`config.mk`:
```
export PLATFORM = sky130hd
export DESIGN_NAME = rgb_led_ctrl
export DESIGN_NICKNAME = d
export VERILOG_FILES = /design/src/rtl/rgb_led_ctrl_pkg.sv /design/src/rtl/btn_debounce.sv /design/src/rtl/rgb_led_ctrl.sv
export SDC_FILE = /design/constraint.sdc
export NUM_CORES = 1
export LEC_CHECK = 0
export CAP_MARGIN = 25
export CORE_ASPECT_RATIO = 0.5
export CORE_MARGIN = 2
export CORE_UTILIZATION = 59
export DETAILED_ROUTE_END_ITERATION = 10
export PLACE_DENSITY_LB_ADDON = 0.25
export SLEW_MARGIN = 15
export SYNTH_ARGS = -nofsm -noshare
export SYNTH_HDL_FRONTEND = slang
export SYNTH_HIERARCHICAL = 1
export SYNTH_SLANG_ARGS = --single-unit
```
`constraint.sdc`:
```
create_clock -name clk -period 2.3 [get_ports clk]
set_input_delay 0.575 -clock clk [delete_from_list [all_inputs] [get_ports clk]]
set_output_delay 0.575 -clock clk [all_outputs]
set_load 0.05 [all_outputs]
```
`src/rtl/rgb_led_ctrl_pkg.sv`:
```
// Shared constants for the RGB LED sequencer: channel state encodings, switch field
// positions, button roles and default timing parameters.
package rgb_led_ctrl_pkg;

  typedef logic [1:0] ch_state_t;

  localparam logic [1:0] ST_OFF   = 2'd0;
  localparam logic [1:0] ST_ON    = 2'd1;
  localparam logic [1:0] ST_BLINK = 2'd2;

  localparam int DB_CYCLES_DEF  = 1_000_000;
  localparam int BLINK_HALF_DEF = 25_000_000;
  localparam int PWM_BITS_DEF   = 8;

  localparam int COL_W       = 3;
  localparam int CH0_COL_LSB = 0;
  localparam int CH1_COL_LSB = 13;
  localparam int DUTY_LSB    = 3;

  localparam int BTN_CH0  = 0;
  localparam int BTN_CH1  = 1;
  localparam int BTN_DUTY = 2;
  localparam int BTN_CLR  = 3;
  localparam int NUM_BTN  = 4;

  function automatic ch_state_t ch_next(input ch_state_t st);
    case (st)
      ST_OFF:   ch_next = ST_ON;
      ST_ON:    ch_next = ST_BLINK;
      ST_BLINK: ch_next = ST_OFF;
      default:  ch_next = ST_OFF;
    endcase
  endfunction

  // A channel is lit when ON, or when BLINK during the bright half-period.
  function automatic logic ch_lit(input ch_state_t st, input logic phase);
    ch_lit = (st == ST_ON) | ((st == ST_BLINK) & phase);
  endfunction

endpackage

```
`src/rtl/btn_debounce.sv`:
```
// One push-button conditioner: 2-FF synchroniser, stability counter and a one-cycle
// pulse on each accepted press (released edges produce nothing).
module btn_debounce
  import rgb_led_ctrl_pkg::*;
#(
  parameter int DB_CYCLES = DB_CYCLES_DEF
) (
  input  logic clk,
  input  logic rst_n,
  input  logic din,
  output logic press,
  output logic level
);

  localparam int CW = (DB_CYCLES > 1) ? $clog2(DB_CYCLES) : 1;
  localparam logic [CW-1:0] CNT_LAST = CW'(DB_CYCLES - 1);

  logic          sync1_q;
  logic          sync2_q;
  logic [CW-1:0] cnt_q;
  logic [CW-1:0] cnt_d;
  logic          stable_q;
  logic          stable_d;
  logic          stable_dly_q;
  logic          press_q;

  // Bring the raw pin into the clock domain.
  always_ff @(posedge clk or negedge rst_n) begin
    if (!rst_n) begin
      sync1_q <= 1'b0;
      sync2_q <= 1'b0;
    end else begin
      sync1_q <= din;
      sync2_q <= sync1_q;
    end
  end

  // Count consecutive cycles of disagreement; accept the new level once the run is long enough.
  always_comb begin
    cnt_d    = cnt_q;
    stable_d = stable_q;
    if (sync2_q != stable_q) begin
      if (cnt_q == CNT_LAST) begin
        cnt_d    = {CW{1'b0}};
        stable_d = sync2_q;
      end else begin
        cnt_d    = cnt_q + CW'(1);
        stable_d = stable_q;
      end
    end else begin
      cnt_d    = {CW{1'b0}};
      stable_d = stable_q;
    end
  end

  always_ff @(posedge clk or negedge rst_n) begin
    if (!rst_n) begin
      cnt_q        <= {CW{1'b0}};
      stable_q     <= 1'b0;
      stable_dly_q <= 1'b0;
      press_q      <= 1'b0;
    end else begin
      cnt_q        <= cnt_d;
      stable_q     <= stable_d;
      stable_dly_q <= stable_q;
      press_q      <= stable_q & ~stable_dly_q;
    end
  end

  assign press = press_q;
  assign level = stable_q;

endmodule

```
`src/rtl/rgb_led_ctrl.sv`:
```
// Sequencer for two RGB LEDs and the user LED bank: per-channel OFF/ON/BLINK state,
// switch-latched colours, shared PWM brightness and blink timebase.
module rgb_led_ctrl
  import rgb_led_ctrl_pkg::*;
#(
  parameter int DB_CYCLES  = DB_CYCLES_DEF,
  parameter int BLINK_HALF = BLINK_HALF_DEF,
  parameter int PWM_BITS   = PWM_BITS_DEF
) (
  input  logic        clk,
  input  logic        rst_n,
  input  logic [3:0]  btn,
  input  logic [15:0] sw,
  output logic [2:0]  rgb0,
  output logic [2:0]  rgb1,
  output logic [15:0] led
);

  localparam int BW = (BLINK_HALF > 1) ? $clog2(BLINK_HALF) : 1;
  localparam logic [BW-1:0] BLINK_LAST = BW'(BLINK_HALF - 1);

  logic [NUM_BTN-1:0]  press_s;
  logic [NUM_BTN-1:0]  level_s;
  logic [15:0]         sw_meta_q;
  logic [15:0]         sw_sync_q;

  ch_state_t           st0_q;
  ch_state_t           st0_d;
  ch_state_t           st1_q;
  ch_state_t           st1_d;
  logic [COL_W-1:0]    col0_q;
  logic [COL_W-1:0]    col0_d;
  logic [COL_W-1:0]    col1_q;
  logic [COL_W-1:0]    col1_d;
  logic [PWM_BITS-1:0] duty_q;
  logic [PWM_BITS-1:0] duty_d;

  logic [PWM_BITS-1:0] pwm_cnt_q;
  logic [BW-1:0]       blink_cnt_q;
  logic                phase_q;
  logic                pwm_on_s;
  logic [7:0]          duty_led_s;

  logic [2:0]          rgb0_q;
  logic [2:0]          rgb1_q;
  logic [15:0]         led_q;
  logic                unused_s;

  for (genvar gi = 0; gi < NUM_BTN; gi++) begin : g_db
    btn_debounce #(
      .DB_CYCLES (DB_CYCLES)
    ) u_db (
      .clk   (clk),
      .rst_n (rst_n),
      .din   (btn[gi]),
      .press (press_s[gi]),
      .level (level_s[gi])
    );
  end

  assign unused_s = ^{level_s, sw_sync_q};

  // Switch synchroniser; colours and duty are only ever sampled from the synced copy.
  always_ff @(posedge clk or negedge rst_n) begin
    if (!rst_n) begin
      sw_meta_q <= 16'h0000;
      sw_sync_q <= 16'h0000;
    end else begin
      sw_meta_q <= sw;
      sw_sync_q <= sw_meta_q;
    end
  end

  // Channel FSMs, colour latches and duty; global clear overrides channel presses.
  always_comb begin
    st0_d  = st0_q;
    st1_d  = st1_q;
    col0_d = col0_q;
    col1_d = col1_q;
    duty_d = duty_q;
    if (press_s[BTN_CLR]) begin
      st0_d  = ST_OFF;
      st1_d  = ST_OFF;
      col0_d = {COL_W{1'b0}};
      col1_d = {COL_W{1'b0}};
    end else begin
      if (press_s[BTN_CH0]) begin
        st0_d = ch_next(st0_q);
        if (st0_q == ST_OFF) begin
          col0_d = sw_sync_q[CH0_COL_LSB +: COL_W];
        end else begin
          col0_d = col0_q;
        end
      end else begin
        st0_d = st0_q;
      end
      if (press_s[BTN_CH1]) begin
        st1_d = ch_next(st1_q);
        if (st1_q == ST_OFF) begin
          col1_d = sw_sync_q[CH1_COL_LSB +: COL_W];
        end else begin
          col1_d = col1_q;
        end
      end else begin
        st1_d = st1_q;
      end
    end
    if (press_s[BTN_DUTY]) begin
      duty_d = sw_sync_q[DUTY_LSB +: PWM_BITS];
    end else begin
      duty_d = duty_q;
    end
  end

  always_ff @(posedge clk or negedge rst_n) begin
    if (!rst_n) begin
      st0_q  <= ST_OFF;
      st1_q  <= ST_OFF;
      col0_q <= {COL_W{1'b0}};
      col1_q <= {COL_W{1'b0}};
      duty_q <= {PWM_BITS{1'b1}};
    end else begin
      st0_q  <= st0_d;
      st1_q  <= st1_d;
      col0_q <= col0_d;
      col1_q <= col1_d;
      duty_q <= duty_d;
    end
  end

  // Free-running timebases; blink is shared and never restarted on BLINK entry.
  always_ff @(posedge clk or negedge rst_n) begin
    if (!rst_n) begin
      pwm_cnt_q   <= {PWM_BITS{1'b0}};
      blink_cnt_q <= {BW{1'b0}};
      phase_q     <= 1'b0;
    end else begin
      pwm_cnt_q <= pwm_cnt_q + PWM_BITS'(1);
      if (blink_cnt_q == BLINK_LAST) begin
        blink_cnt_q <= {BW{1'b0}};
        phase_q     <= ~phase_q;
      end else begin
        blink_cnt_q <= blink_cnt_q + BW'(1);
        phase_q     <= phase_q;
      end
    end
  end

  assign pwm_on_s   = (pwm_cnt_q < duty_q) | (&duty_q);
  assign duty_led_s = 8'(duty_q);

  always_ff @(posedge clk or negedge rst_n) begin
    if (!rst_n) begin
      rgb0_q <= 3'b000;
      rgb1_q <= 3'b000;
      led_q  <= 16'h0000;
    end else begin
      rgb0_q <= (ch_lit(st0_q, phase_q) & pwm_on_s) ? col0_q : 3'b000;
      rgb1_q <= (ch_lit(st1_q, phase_q) & pwm_on_s) ? col1_q : 3'b000;
      led_q  <= {st1_q, st0_q, 4'b0000, duty_led_s};
    end
  end

  assign rgb0 = rgb0_q;
  assign rgb1 = rgb1_q;
  assign led  = led_q;

endmodule
```
==> summary.md, run 1 <==
| Metric | Value |
|---|---|
| Hold Vio Cnt, Final | `0` |
| RSZ-0062 raised after global routing | `false` |
| Hold WS | `93.2 ps` |
| Yosys warnings | `6` |
| Core Util, Final | `0.706` |
| Top FF cell, synth | `dfrtp_1` |
| GP Congestion | `0.848` |
| CTS H-tree depth | `4` |
| Placed Area | `9080 um2` |
| Inserted Diodes | `0` |
| Syn avg cell area | `11.4 um2` |
| Worst VDD drop | `0.000639 V` |
| EDFF count, synth | `0` |
| Overall power | `6.84 mW` |
| DR iter-0 viols | `387` |
| Grt ovf | `0` |
| First-pass GRT wire length | `27.0 mm` |
| CP Data Required Time | `1730 ps` |
| Critical path's largest stage delay | `800 ps` |
| DR WL/cell | `15.5 um` |
| Crit path max-delay family | `buffers and inverters` |
| Largest net degree at the start of global routing | `52` |
| Root buffer cell | `clkbuf_16` |
| Critical path arrival | `1560 ps` |
| Post-synthesis cell count | `743` |
| Cell Chain, Critical Path | `clkdlybuf4s50_1` |
| Final #Nets | `830` |
| Commonest non-fill, non-tap cell in the layout | `dfrtp_1` |
| Dpl hpwl | `10.3 mm` |
| Final setup fails | `0` |
| Slew margin rel. | `0.484` |
| CP Class | `flip-flop to output pin` |
| Total CTS buffers | `17` |
| Reg power frac | `0.521` |
| Post-CTS Setup Bufs | `0` |
| Cell internal pwr | `5.34 mW` |
| Max Clock Freq | `0.468 GHz` |
| Slowest cell on crit path | `clkdlybuf4s50_1` |
| Initial antenna violation count | `0` |
| Outcome | `finished, final reports clean` |
| Resized Gates After CTS | `0` |
| Routed WL | `15.5 mm` |
| Io pins | `44` |
| Synth top area share | `0.564` |
| Die W | `173 um` |
| Post-Place Setup Slack | `317 ps` |
| Initial cell density of the core | `0.614` |
| Count of pins over their slew limit | `0` |
| Crit Path Max Fanout | `1` |
| DRC Markers | `0` |
| Tightest Hold Check Type | `input pin to asynchronous set/reset pin` |
| Final ANT Viol Nets | `0` |
| Worst path bufs/invs | `1` |
| Number of global-route vias before repair | `5,576` |
| Clk pin slew, worst setup/hold paths | `70 ps` |
| Placed insts | `968` |
| IO Port Bufs | `37` |
| Largest area contributor in the netlist | `dfrtp_1` |
| Startpoint types | `flip-flop` |
| Switching power | `1.50 mW` |
| Total GRT Usage | `0.222` |
| Core area | `13,700 um2` |
| Pwr Density | `705 nW/um2` |
| Router iterations before antenna repair | `4` |
| Sequential cell area fraction in the yosys report | `0.589` |
| CTS tree | `done` |
| Synthesized flop and latch total | `198` |
| Setup TNS | `0 ps` |
| Worst Max-Slew Pin Slew | `769 ps` |
| Via Count | `5,698` |
| Asr flop ratio synth | `1.00` |
| Post-synth cell types | `51` |
| Die ar. | `15,300 um2` |
| Clock Tree Buf Depth | `2` |
| DR vias/cell | `5.70` |
| Post-CTS Hold Buffers | `0` |
| Leakage power | `4.17 nW` |
| Fin crit share | `0.930` |
| CP Capture Type | `output pin` |
| Top cells by area, synth | `dfrtp_1, xor2_1, nor2_1, xnor2_1, nand2_1` |
| Combinational power share | `0.029` |
| Layout cell share with drive strength beyond 1 | `0.103` |
| Worst-Skew Late Latency | `430 ps` |
| Post-route cell area | `9700 um2` |
| Switching share of power | `0.219` |
| Area grow syn2layout | `15.0%` |
| Clock power share | `0.451` |
| Die H | `88.5 um` |
| CTS sink count | `198` |
| Max Cap Violations | `0` |
| Synthesized area | `8430 um2` |
| Tmin final | `2140 ps` |
| Max Clock Skew | `10.6 ps` |
| Setup slack after layout | `161 ps` |
| Row Count | `30` |
| Commonest non-fill, non-tap cells in the layout | `dfrtp_1, nor2_1, nand2_1` |
| Post-Layout Cell Count | `1,000` |
state kept, by name (all words and copies together) (netlist names), 4 cells and up:
register and flops:
blink_cnt_q 25, duty_led_s 8, g_db.u_db/cnt_q 80, g_db.u_db/level 4, g_db.u_db/press 4, g_db.u_db/stable_dly_q 4
g_db.u_db/sync1_q 4, g_db.u_db/sync2_q 4, led 12, pwm_cnt_q 8, sw_meta_q 14, sw_sync_q 14
layer usage:
metal	up-vias	wire (um)	track usage
li1	2719	-	-
met1	2834	7270	0.302
met2	129	7420	0.365
met3	16	619	0.0477
met4	0	163	0.0732
met5	-	0	0
worst paths after layout:
| path | startpoint | end | slack (ps) | cells past startpoint |
|---|---|---|---|---|
| min in group clk | sw_meta_q[4] | sw_sync_q[4] | 350 | 0 |
| min reg2reg | sw_meta_q[4] | sw_sync_q[4] | 350 | 0 |
| min | rst_n | pwm_cnt_q[7] | 90 | 1 |
| max reg2reg | blink_cnt_q[0] | blink_cnt_q[24] | 260 | 5 |
| max in group asynchronous | rst_n | g_db[3].u_db/cnt_q[2] | 1600 | 2 |
| max | led[5] | led[5] | 160 | 1 |
synthesized netlist by cell type (2+ instances only):
library cell,count
a21oi_2,2
a21oi_1,36
o21ai_0,28
and3_1,19
ha_1,13
and4_1,16
inv_1,14
nor3_1,9
nand3_4,3
clkbuf_1,2
o41ai_4,3
a211oi_1,6
nand2_1,61
xnor2_1,32
nand4b_1,4
dfstp_2,8
or3_1,22
or2_2,3
o31ai_1,11
nor2b_1,5
nand3_1,39
mux2i_1,7
nor4b_1,8
nor2_1,80
a21o_1,2
buf_2,14
nand4_1,14
dfrtp_1,190
nor4_1,10
or4_4,3
or4_1,11
buf_4,4
xor2_1,42
mux2_2,5
cell families (layout without fill, tap and decap cells):
group / after synthesis / count (layout) / share of synthesized area
simple gates: 318 / 318 / 0.209
flops: 198 / 198 / 0.589
compound gates: 91 / 91 / 0.0694
xor+xnor: 74 / 74 / 0.0768
buf+inv: 36 / 98 / 0.0217
fa+ha+maj: 13 / 13 / 0.0193
mux: 12 / 12 / 0.0150
other cells: 1 / 4 / 0.000445
power groups by stage:
stage | logic [mW] | registers (mW) | clock network [mW]
global placement | 0.199 | 3.62 | 0
finish | 0.196 | 3.56 | 3.08
global route | 0.224 | 3.56 | 3.30
floorplan | 0.0717 | 3.62 | 0
detailed placement | 0.202 | 3.62 | 0
CTS | 0.204 | 3.56 | 3.14
area by class of cell:
class	count	area, um2
Timing Repair Buffer	52	524
Sequential cell	198	4960
Clock buffer	17	425
Inverter	14	52.6
Clock inverter	15	191
Multi-Input combinational cell	512	3300
Fill cell	948	4040
Tap cell	192	240
Note: power is estimated with default switching activity, not from simulation.
==> inputs of run 2 (changes only) <==
- CORE_UTILIZATION: 59 -> 60
==> run 2 against run 1 <==
Against the previous run:
- hold slack gained 4.4 ps
- clock skew grew 2.2 ps
- sequential share of layout area shrank 0.13 points
- total power grew 0.52%
- register-to-register slack is essentially flat
- design area grew 0.26%
- critical path depth is the same
- die area shrank 1.6%
- final cell count grew 0.20%
- global-route usage grew 0.72 points
- largest power group unchanged
- highest routed layer unchanged
==> summary.md, run 2 (synthesis results as in run 1) <==
| Metric | Value |
|---|---|
| Outcome | `finished, final reports clean` |
| Worst Max-Slew Pin Slew | `721 ps` |
| Initial antenna violation count | `0` |
| Hold Vio Cnt, Final | `0` |
| Total CTS buffers | `17` |
| Die W | `172 um` |
| Post-Layout Cell Count | `1,002` |
| Commonest non-fill, non-tap cell in the layout | `dfrtp_1` |
| Dpl hpwl | `10.5 mm` |
| Fill cells | `929` |
| Slew margin rel. | `0.515` |
| RSZ-0062 raised after global routing | `false` |
| CTS tree | `done` |
| Worst path bufs/invs | `1` |
| Pwr Density | `707 nW/um2` |
| Max Clock Skew | `12.7 ps` |
| Setup TNS | `0 ps` |
| Top flop regs | `g_db.u_db/cnt_q x80, blink_cnt_q x25` |
| Final #Nets | `832` |
| Most flop-heavy register | `g_db.u_db/cnt_q` |
| Number of global-route vias before repair | `5,672` |
| Row Count | `30` |
| Tightest Hold Check Type | `input pin to asynchronous set/reset pin` |
| Worst-Skew Late Latency | `430 ps` |
| CP Class | `flip-flop to output pin` |
| Resized Gates After CTS | `0` |
| Clk pin slew, worst setup/hold paths | `80 ps` |
| Die H | `87.8 um` |
| Hold WS | `97.6 ps` |
| Area grow syn2layout | `15.3%` |
| Initial cell density of the core | `0.619` |
| CP Capture Type | `output pin` |
| Commonest non-fill, non-tap cells in the layout | `dfrtp_1, nor2_1, nand2_1` |
| IO Port Bufs | `37` |
| Tmin final | `2150 ps` |
| CP Data Required Time | `1730 ps` |
| DR iter-0 viols | `431` |
| Critical path arrival | `1570 ps` |
| Max reg flops | `80` |
| Total GRT Usage | `0.229` |
| CTS H-tree depth | `4` |
| Post-CTS Setup Bufs | `0` |
| Max Clock Freq | `0.465 GHz` |
| Die ar. | `15,100 um2` |
| Worst VDD drop | `0.000486 V` |
| Placed insts | `970` |
| Via Count | `5,673` |
| Crit path max-delay family | `buffers and inverters` |
| DR WL/cell | `15.6 um` |
| DRC Markers | `0` |
| Core area | `13,600 um2` |
| Setup slack after layout | `151 ps` |
| Routed WL | `15.6 mm` |
| DR vias/cell | `5.66` |
| Layout cell share with drive strength beyond 1 | `0.105` |
| Cell Chain, Critical Path | `clkdlybuf4s50_1` |
| Clock Tree Buf Depth | `2` |
| Router iterations before antenna repair | `5` |
| Post-Place Setup Slack | `291 ps` |
| Root buffer cell | `clkbuf_16` |
| Largest net degree at the start of global routing | `61` |
| Count of pins over their slew limit | `0` |
| First-pass GRT wire length | `27.0 mm` |
| CTS sink count | `198` |
| Fin crit share | `0.935` |
| Slowest cell on crit path | `clkdlybuf4s50_1` |
| Critical path's largest stage delay | `800 ps` |
| Startpoint types | `flip-flop` |
| Final setup fails | `0` |
| Crit Path Max Fanout | `1` |
| Grt ovf | `0` |
| Post-CTS Hold Buffers | `0` |
| Final ANT Viol Nets | `0` |
| Max Cap Violations | `0` |
| Inserted Diodes | `0` |
| GP Congestion | `0.835` |
| Io pins | `44` |
| Leakage power | `4.18 nW` |
| Core Util, Final | `0.714` |
run 2: layout make-up:
type	count	area (um2)	area share
well taps	192	240	0.0247
repair buffers	54	527	0.0542
flip-flops and latches	198	4960	0.510
multi-input cells	512	3300	0.340
clock buffers	17	425	0.0437
clock inverters	15	214	0.0220
inverters	14	52.6	0.00540
run 2: through the flow:
| step | instance area (um2) | power (mW) |
|---|---|---|
| after global routing | 9730 | 7.13 |
| after detailed placement | 9090 | 3.83 |
| after floorplan | 8450 | 3.69 |
| after global placement | 9090 | 3.82 |
| after CTS | 9730 | 6.94 |
| final | 9730 | 6.87 |
run 2: metal layers:
metal	global-route usage	vias up	routed length (um)
met2	0.364	109	7410
met1	0.323	2815	7440
met4	0.0716	0	238
met5	0	-	0
li1	-	2726	-
met3	0.0484	23	516
run 2: final timing paths:
kind	start	to	slack (ps)	cells past startpoint
max reg2reg	blink_cnt_q[6]	blink_cnt_q[24]	270	4
min in group clk	g_db[0].u_db/sync1_q	g_db[0].u_db/sync2_q	350	0
min reg2reg	g_db[0].u_db/sync1_q	g_db[0].u_db/sync2_q	350	0
max	led[12]	led[12]	150	1
max in group asynchronous	rst_n	duty_led_s[4]	1490	2
min	rst_n	pwm_cnt_q[2]	100	1
run 2: where the power goes:
group	switching, mW	internal, mW
clock network	1.44	1.68
logic	0.126	0.0721
registers	0.0284	3.53
total	1.60	5.28
==> inputs of run 3 (changes only) <==
- GPL_ROUTABILITY_DRIVEN: unset -> 0
- HOLD_SLACK_MARGIN: unset -> 0.05
==> results of run 3 <==
Same layout as run 2: the final DEF is identical, and so are final timing and power.
